## src/rtl/song_note_player_if.sv

```systemverilog
// Bus between the song player and its environment.
// Control side: Start, Stop, SongLen in; Busy, Done out.
// Memory side:  RdEn, RdAddr out; RdData in.
// Tone side:    NoteOn, NotePitch out.
// The slave modport is the player; the master modport is whoever drives it.
interface song_note_player_if #(
  parameter int unsigned SONG_OUTPUT_LEN = 64,
  parameter int unsigned SONG_DIM        = 2,
  parameter int unsigned BIT_LEN         = 8,
  parameter int unsigned ADDR_W          = $clog2(SONG_OUTPUT_LEN)
);
  logic                        Start;
  logic                        Stop;
  logic [BIT_LEN-1:0]          SongLen;
  logic                        RdEn;
  logic [ADDR_W-1:0]           RdAddr;
  logic [SONG_DIM*BIT_LEN-1:0] RdData;
  logic                        NoteOn;
  logic [BIT_LEN-1:0]          NotePitch;
  logic                        Busy;
  logic                        Done;

  modport master (
    output Start, Stop, SongLen, RdData,
    input  RdEn, RdAddr, NoteOn, NotePitch, Busy, Done
  );

  modport slave (
    input  Start, Stop, SongLen, RdData,
    output RdEn, RdAddr, NoteOn, NotePitch, Busy, Done
  );
endinterface

```

## src/rtl/song_note_player.sv

```systemverilog
// Reads a song out of note memory and plays it as a timed level stream.
// Each note word holds pitch in field 0 and duration (in ticks) in field 1.
// A note is fetched (FETCH), its word captured (WAIT), held for
// duration*TICK_DIV cycles (PLAY) and followed by GAP_CYCLES of silence (GAP).
// Zero-duration notes are skipped; pitch 0 plays as a rest (NoteOn low).
//
// Ports:
//   Clk    - clock, rising edge
//   Reset  - asynchronous, active-high
//   bus    - slave side of song_note_player_if:
//            Start/Stop/SongLen control, Busy/Done status,
//            RdEn/RdAddr/RdData note memory (1-cycle read latency),
//            NoteOn/NotePitch tone output. All outputs are registered.
//
// Optional feature macro: AMADEUS_PLAYER_LOOP_EN
//   defined   - after the last note playback wraps to note 0 forever (no Done)
//   undefined - single pass, Done pulses once at the end
module song_note_player #(
  parameter int unsigned SONG_OUTPUT_LEN = 64,
  parameter int unsigned SONG_DIM        = 2,
  parameter int unsigned BIT_LEN         = 8,
  parameter int unsigned TICK_DIV        = 1000,
  parameter int unsigned GAP_CYCLES      = 4,
  parameter int unsigned ADDR_W          = $clog2(SONG_OUTPUT_LEN)
) (
  input logic               Clk,
  input logic               Reset,
  song_note_player_if.slave bus
);

  // Len and Idx must be able to hold SONG_OUTPUT_LEN itself.
  localparam int unsigned LEN_W  = $clog2(SONG_OUTPUT_LEN + 1);
  localparam int unsigned TICK_W = (TICK_DIV > 1) ? $clog2(TICK_DIV) : 1;
  localparam int unsigned GAP_W  = (GAP_CYCLES > 1) ? $clog2(GAP_CYCLES) : 1;

  localparam logic [TICK_W-1:0] TickLast = TICK_W'(TICK_DIV - 1);
  localparam logic [GAP_W-1:0]  GapLast  = GAP_W'(GAP_CYCLES - 1);

  typedef enum logic [2:0] {
    StIdle,
    StFetch,
    StWait,
    StPlay,
    StGap
  } state_e;

  state_e             state_q, state_d;
  logic [LEN_W-1:0]   len_q, len_d;
  logic [LEN_W-1:0]   idx_q, idx_d;
  logic [BIT_LEN-1:0] dur_q, dur_d;
  logic [TICK_W-1:0]  tick_q, tick_d;
  logic [GAP_W-1:0]   gap_q, gap_d;
  logic               rd_en_q, rd_en_d;
  logic [ADDR_W-1:0]  rd_addr_q, rd_addr_d;
  logic               note_on_q, note_on_d;
  logic [BIT_LEN-1:0] note_pitch_q, note_pitch_d;
  logic               busy_q, busy_d;
  logic               done_q, done_d;

  logic [BIT_LEN-1:0] rd_pitch;
  logic [BIT_LEN-1:0] rd_dur;
  logic [LEN_W-1:0]   len_clamped;
  logic [LEN_W-1:0]   idx_inc;
  logic               last_note;

  assign rd_pitch  = bus.RdData[BIT_LEN-1:0];
  assign rd_dur    = bus.RdData[2*BIT_LEN-1:BIT_LEN];
  assign idx_inc   = idx_q + LEN_W'(1);
  assign last_note = (idx_inc >= len_q);

  always_comb begin
    if (32'(bus.SongLen) > SONG_OUTPUT_LEN) begin
      len_clamped = LEN_W'(SONG_OUTPUT_LEN);
    end else begin
      len_clamped = LEN_W'(bus.SongLen);
    end
  end

  // Where to go once a note is finished (after GAP) or skipped (in WAIT).
  state_e            adv_state;
  logic [LEN_W-1:0]  adv_idx;
  logic [ADDR_W-1:0] adv_addr;
  logic              adv_fetch;

  always_comb begin
    adv_state = StFetch;
    adv_idx   = idx_inc;
    adv_addr  = ADDR_W'(idx_inc);
    adv_fetch = 1'b1;
    if (last_note) begin
`ifdef AMADEUS_PLAYER_LOOP_EN
      adv_state = StFetch;
      adv_idx   = '0;
      adv_addr  = '0;
      adv_fetch = 1'b1;
`else
      adv_state = StIdle;
      adv_idx   = '0;
      adv_addr  = rd_addr_q;
      adv_fetch = 1'b0;
`endif
    end
  end

  always_comb begin
    state_d      = state_q;
    len_d        = len_q;
    idx_d        = idx_q;
    dur_d        = dur_q;
    tick_d       = tick_q;
    gap_d        = gap_q;
    rd_en_d      = 1'b0;
    rd_addr_d    = rd_addr_q;
    note_on_d    = note_on_q;
    note_pitch_d = note_pitch_q;
    busy_d       = busy_q;
    done_d       = 1'b0;

    unique case (state_q)
      StIdle: begin
        if (bus.Start && !bus.Stop) begin
          len_d = len_clamped;
          idx_d = '0;
          if (len_clamped == '0) begin
            done_d = 1'b1;
          end else begin
            state_d   = StFetch;
            rd_en_d   = 1'b1;
            rd_addr_d = '0;
            busy_d    = 1'b1;
          end
        end
      end
      StFetch: begin
        state_d = StWait;
      end
      StWait: begin
        if (rd_dur == '0) begin
          state_d   = adv_state;
          idx_d     = adv_idx;
          rd_addr_d = adv_addr;
          rd_en_d   = adv_fetch;
          busy_d    = adv_fetch;
          done_d    = !adv_fetch;
        end else begin
          state_d      = StPlay;
          dur_d        = rd_dur;
          tick_d       = '0;
          note_pitch_d = rd_pitch;
          note_on_d    = (rd_pitch != '0);
        end
      end
      StPlay: begin
        if (tick_q == TickLast) begin
          tick_d = '0;
          dur_d  = dur_q - BIT_LEN'(1);
          if (dur_q == BIT_LEN'(1)) begin
            state_d      = StGap;
            gap_d        = '0;
            note_on_d    = 1'b0;
            note_pitch_d = '0;
          end
        end else begin
          tick_d = tick_q + TICK_W'(1);
        end
      end
      StGap: begin
        if (gap_q == GapLast) begin
          state_d   = adv_state;
          idx_d     = adv_idx;
          rd_addr_d = adv_addr;
          rd_en_d   = adv_fetch;
          busy_d    = adv_fetch;
          done_d    = !adv_fetch;
        end else begin
          gap_d = gap_q + GAP_W'(1);
        end
      end
      default: begin
        state_d = StIdle;
        busy_d  = 1'b0;
      end
    endcase

    // Stop overrides everything; a read in flight is simply never captured.
    if (bus.Stop) begin
      state_d      = StIdle;
      idx_d        = '0;
      dur_d        = '0;
      tick_d       = '0;
      gap_d        = '0;
      rd_en_d      = 1'b0;
      note_on_d    = 1'b0;
      note_pitch_d = '0;
      busy_d       = 1'b0;
      done_d       = 1'b0;
    end
  end

  always_ff @(posedge Clk or posedge Reset) begin
    if (Reset) begin
      state_q      <= StIdle;
      len_q        <= '0;
      idx_q        <= '0;
      dur_q        <= '0;
      tick_q       <= '0;
      gap_q        <= '0;
      rd_en_q      <= 1'b0;
      rd_addr_q    <= '0;
      note_on_q    <= 1'b0;
      note_pitch_q <= '0;
      busy_q       <= 1'b0;
      done_q       <= 1'b0;
    end else begin
      state_q      <= state_d;
      len_q        <= len_d;
      idx_q        <= idx_d;
      dur_q        <= dur_d;
      tick_q       <= tick_d;
      gap_q        <= gap_d;
      rd_en_q      <= rd_en_d;
      rd_addr_q    <= rd_addr_d;
      note_on_q    <= note_on_d;
      note_pitch_q <= note_pitch_d;
      busy_q       <= busy_d;
      done_q       <= done_d;
    end
  end

  assign bus.RdEn      = rd_en_q;
  assign bus.RdAddr    = rd_addr_q;
  assign bus.NoteOn    = note_on_q;
  assign bus.NotePitch = note_pitch_q;
  assign bus.Busy      = busy_q;
  assign bus.Done      = done_q;

endmodule
```

## src/flat_wrapper.sv

```systemverilog
// flat-port wrapper written by rule: the top's interface ports become plain ports
module song_note_player_flat 
#(
  parameter int unsigned SONG_OUTPUT_LEN = 64,
  parameter int unsigned SONG_DIM        = 2,
  parameter int unsigned BIT_LEN         = 8,
  parameter int unsigned TICK_DIV        = 1000,
  parameter int unsigned GAP_CYCLES      = 4,
  parameter int unsigned ADDR_W          = $clog2(SONG_OUTPUT_LEN)
)
  (Clk, Reset, bus_Start, bus_Stop, bus_SongLen, bus_RdData, bus_RdEn, bus_RdAddr, bus_NoteOn, bus_NotePitch, bus_Busy, bus_Done);
  song_note_player_if #(.SONG_OUTPUT_LEN(SONG_OUTPUT_LEN), .SONG_DIM(SONG_DIM), .BIT_LEN(BIT_LEN), .ADDR_W(ADDR_W)) bus_i ();
  input logic Clk;
  input logic Reset;
  input wire logic [$bits(bus_i.Start)-1:0] bus_Start;
  input wire logic [$bits(bus_i.Stop)-1:0] bus_Stop;
  input wire logic [$bits(bus_i.SongLen)-1:0] bus_SongLen;
  input wire logic [$bits(bus_i.RdData)-1:0] bus_RdData;
  output wire logic [$bits(bus_i.RdEn)-1:0] bus_RdEn;
  output wire logic [$bits(bus_i.RdAddr)-1:0] bus_RdAddr;
  output wire logic [$bits(bus_i.NoteOn)-1:0] bus_NoteOn;
  output wire logic [$bits(bus_i.NotePitch)-1:0] bus_NotePitch;
  output wire logic [$bits(bus_i.Busy)-1:0] bus_Busy;
  output wire logic [$bits(bus_i.Done)-1:0] bus_Done;
  assign bus_i.Start = bus_Start;
  assign bus_i.Stop = bus_Stop;
  assign bus_i.SongLen = bus_SongLen;
  assign bus_i.RdData = bus_RdData;
  assign bus_RdEn = bus_i.RdEn;
  assign bus_RdAddr = bus_i.RdAddr;
  assign bus_NoteOn = bus_i.NoteOn;
  assign bus_NotePitch = bus_i.NotePitch;
  assign bus_Busy = bus_i.Busy;
  assign bus_Done = bus_i.Done;
  song_note_player #(.SONG_OUTPUT_LEN(SONG_OUTPUT_LEN), .SONG_DIM(SONG_DIM), .BIT_LEN(BIT_LEN), .TICK_DIV(TICK_DIV), .GAP_CYCLES(GAP_CYCLES), .ADDR_W(ADDR_W)) u_core (.Clk(Clk), .Reset(Reset), .bus(bus_i));
endmodule
```

## config.mk

```make
export PLATFORM = sky130hd
export DESIGN_NAME = song_note_player_flat
export DESIGN_NICKNAME = d
export VERILOG_FILES = /design/src/rtl/song_note_player_if.sv /design/src/rtl/song_note_player.sv /design/src/flat_wrapper.sv
export SDC_FILE = /design/constraint.sdc
export NUM_CORES = 1
export LEC_CHECK = 0
export BUFFER_PORTS_ARGS = -buffer_cell sky130_fd_sc_hd__buf_2
export CORE_ASPECT_RATIO = 0.5
export CORE_MARGIN = 5
export CORE_UTILIZATION = 57
export DETAILED_ROUTE_END_ITERATION = 16
export GPL_TIMING_DRIVEN = 0
export PLACE_DENSITY = 0.79
export SLEW_MARGIN = 20
export SYNTH_ARGS = -nofsm -noshare
export SYNTH_HDL_FRONTEND = slang
export SYNTH_SLANG_ARGS = --single-unit
```

## constraint.sdc

```tcl
create_clock -name Clk -period 3.1 [get_ports Clk]
set_clock_uncertainty 0.2 [all_clocks]
set_input_delay 0.155 -clock Clk [delete_from_list [all_inputs] [get_ports Clk]]
set_output_delay 0.155 -clock Clk [all_outputs]
set_load 0.02 [all_outputs]
```

==> results.toml <==
[cells_and_area]
fillers = 404
multi_input_area_sq_um = 1719
fin_nets = 473
antenna_cells = 0
syn_to_final_growth_pct = 22.65
layout-drive-gt1-share = 0.1889
seqCellArea_sq_um = 1376
utilization = 0.7211

[sta]
fmax_mhz = 355.6
period_share = 0.9071
tightest_slew_ns = 0.9745
setup_viol = 0
drv_slew = 0
holdWs_ns = 0.04711
finalSetupTns_ns = 0
period_minus_slack_ns = 2.812
hold_violations = 0
rsz0062_at_grt = "false"
slew_headroom = 0.3503

[logic_synthesis]
seq_area_frac_synth = 0.4282
synth_cell_types = 64
syn_inst = 357
ys.flop_type = "dfrtp_1"
synth_compound_area_frac = 0.2032
synth_fa_ha_area_frac = 0.04671
synth-simple-area-share = 0.2542
synth_mux_area_frac = 0.006617
ys_seq_elements = 55
synth_top_family_by_area = "simple AND/OR/NAND/NOR gates"
synth_area_sq_um = 3214
syn-num-nets = 397
synthArstFlopShare = 1.000
syn_area_per_cell_sq_um = 9.004
synth_edf_count = 0
ys_warn_count = 0
synth-xor-area-share = 0.02180

[route]
met1_length_mm = 3.482
met2WireLength_mm = 3.761
avgRoutedWirePerCell_um = 15.51
top_layer_used = "met4"
drt-initial-drc-count = 234
wirelength_mm = 7.864
vias_per_cell = 5.911
vias = 2997
wl_met3_um = 516
final_antenna_net_count = 0
drtPass1Iterations = 7
drcViolationCount = 0

[cts]
path_clk_slew_ns = 0.07
htreeDepth = 2
clk_latency_ns = 0.29
post_cts_buffers = 0
clk_path_buf_depth = 2
cts.sinks = 55
cts_tree = "yes"
cts_root_buffer = "clkbuf_16"
numCtsBuffers = 5

[status]
status = "finished, final reports clean"

[pwr]
vdd_drop_max_v = 0.0003241
cellPowerDensity_nw_per_um2 = 520.9
power.leakage_nw = 1.824
power.total_mw = 2.054

[critical_path]
critPathLaunchType = "flip-flop"
reg2reg_depth = 11
path_class = "reg2reg"
end_kind = "flip-flop"
worst-path-buf-inv = 2
worst_path_largest_cell_delay_ns = 0.46
regToRegEndpoint = "u_core.idx_q[0]$_DFFE_PP0P_"
endpoint = "u_core.idx_q[0]$_DFFE_PP0P_"
cp_slowest_cell = "dfrtp_1"
startpoint = "u_core.idx_q[0]$_DFFE_PP0P_"
r2r_slack_ns = 0.29
critPathTopFamily = "compound AO/OA/AOI/OAI gates"
cp_num_cells = 11
crit_top_cell = "ha_1"
path_cells = "ha_1 > nand3_1 > xor2_2 > inv_1 > ha_1 > a211o_1 > o211ai_1 > o311a_1 > clkbuf_2 > nand2_1 > o21ai_1"
critPathRequiredTime_ns = 3.12
crit_arrival_ns = 2.83
reg2reg_from = "u_core.idx_q[0]$_DFFE_PP0P_"
cp_max_fo = 10

[global_routing]
grt_pass1_wl_mm = 13.54
gr-total-overflow = 0
grt_pass1_vias = 2927
grt_use_total = 0.2275
antenna_found_initial = 0
grt_max_degree = 56

[placed_design]
port_buffers = 45
place.gp.congestion = 0.9291
dp.final_hpwl_mm = 5.372

[floorplanning]
start_util = 0.5879
die-area_sq_um = 7332
fp.dieH_um = 63.10
die_x_um = 116.2
pin_count = 46
rows = 19
core_sq_um = 5468

[run]
max_cap_violations = 0

[hold_path]
hp-class = "in2reg"
cells in the mapped netlist (2+ instances only):
cell	n	area, sq um
clkbuf_1	5	18.77
nand2b_1	4	25.02
a21oi_1	22	110.1
o21ai_0	24	120.1
or4_1	3	22.52
buf_2	4	20.02
a211oi_1	2	15.01
nand4_1	2	12.51
nand2_1	51	191.4
a22oi_1	2	15.01
nor2b_1	3	18.77
buf_4	2	15.01
a22o_1	6	52.55
o311ai_0	3	26.28
a211o_1	2	17.52
xor2_1	7	61.31
nor2_1	28	105.1
nor3_1	9	45.04
and3_1	3	18.77
dfrtp_1	55	1376
nand3b_1	2	15.01
inv_1	16	60.06
a31oi_1	4	25.02
ha_1	12	150.1
nor4_1	4	25.02
a32o_1	4	40.04
nor4_4	2	42.54
nor3b_1	2	15.01
o21ai_1	9	45.04
and2_1	3	18.77
nand3_1	23	115.1
nor4_2	2	25.02
or3_1	3	18.77
o221ai_1	2	17.52
o211ai_1	3	22.52
cells in the final DEF (no fill, tap or decap), types with 3 or more instances in the layout:
cell and instances:
or3_1 3, nand3_1 23, xor2_1 6, nand2b_1 4, a22o_1 6, buf_2 49, o21ai_0 24, nor3_1 9
a32o_1 4, nor4_1 4, and3_1 3, nand2_1 51, nor2b_1 3, ha_1 12, nor2_1 28, and2_1 3
a21oi_1 22, dfrtp_1 55, o211ai_1 3, dlygate4sd3_1 24, a31oi_1 4, or4_1 3, o21ai_1 9, clkbuf_1 4
clkbuf_16 5, inv_1 15
cell type report:
type,count,area share
flip-flops and latches,55,0.3491
multi-input cells,273,0.4361
clock inverters,1,0.001904
inverters,16,0.01587
repair buffers,69,0.1181
plain buffers,13,0.01714
clock buffers,7,0.03872
well taps,73,0.02317
worst register-to-register path, cell delays in order (launching register included):
cell,delay (ns)
dfrtp_1,0.46
ha_1,0.25
nand3_1,0.14
xor2_2,0.20
inv_1,0.07
ha_1,0.29
a211o_1,0.25
o211ai_1,0.10
o311a_1,0.24
clkbuf_2,0.25
nand2_1,0.13
o21ai_1,0.15
state kept, by name, indices dropped and copies added, names as in the netlist:
signal,cells
u_core.len_q,7
u_core.bus.RdEn,1
u_core.gap_q,2
u_core.dur_q,8
u_core.tick_q,10
u_core.idx_q,7
u_core.state_q,3
u_core.bus.NotePitch,8
u_core.bus.Busy,1
u_core.bus.NoteOn,1
u_core.bus.Done,1
u_core.bus.RdAddr,6
worst min path at each step:
stage                    from                             endpoint  slack, ns  cells past startpoint
2_1_floorplan   bus_RdData[0]  u_core.bus.NotePitch[0]$_DFFE_PP0P_       0.09                      2
6_report        bus_RdData[9]          u_core.dur_q[1]$_DFFE_PP0P_       0.05                      3
3_3_place_gp   bus_SongLen[5]          u_core.len_q[5]$_DFFE_PP0P_       0.19                      2
4_1_cts         bus_RdData[9]          u_core.dur_q[1]$_DFFE_PP0P_       0.03                      3
5_1_grt         bus_RdData[9]          u_core.dur_q[1]$_DFFE_PP0P_       0.06                      3
3_5_place_dp            Reset          u_core.gap_q[0]$_DFFE_PP0P_       0.12                      2
power by group:
part	leakage [nW]	switching, mW	internal [mW]
Clock	0.0761	0.255	0.344
Combinational	0.999	0.380	0.226
Sequential	0.749	0.0554	0.793
Total	1.82	0.691	1.36
cells by family after synthesis:
group	Yosys count
and+or+nand+nor	154
muxes	2
xor gates and xnor gates	8
adders and majority gates	12
buffers and inverters	29
AOI/OAI and AO/OA	97
DFF	55
through the flow:
step / area (sq um) / cells / setup slack (ns)
2_1_floorplan: 3214 / 357 / 0.4620
3_3_place_gp: 3531 / 475 / 0.09841
3_5_place_dp: 3533 / 475 / 0.06834
4_1_cts: 3934 / 507 / 0.05323
5_1_grt: 3943 / 507 / 0.04455
6_report: 3943 / 507 / 0.2881
routing by layer:
layer  global-route usage  vias up
met5                    0        -
met2               0.3746      113
met3              0.04207       13
met4              0.06512        0
met1               0.3077     1430
li1                     -     1441
repair_timing:
| action | CTS | global route |
|---|---|---|
| endpoints found under the hold margin | 76 | 0 |
| hold buffers | 24 | 0 |
| gates resized for setup | 0 | 4 |
| setup endpoints to repair | 0 | 15 |
Note: power is estimated with default switching activity, not from simulation.
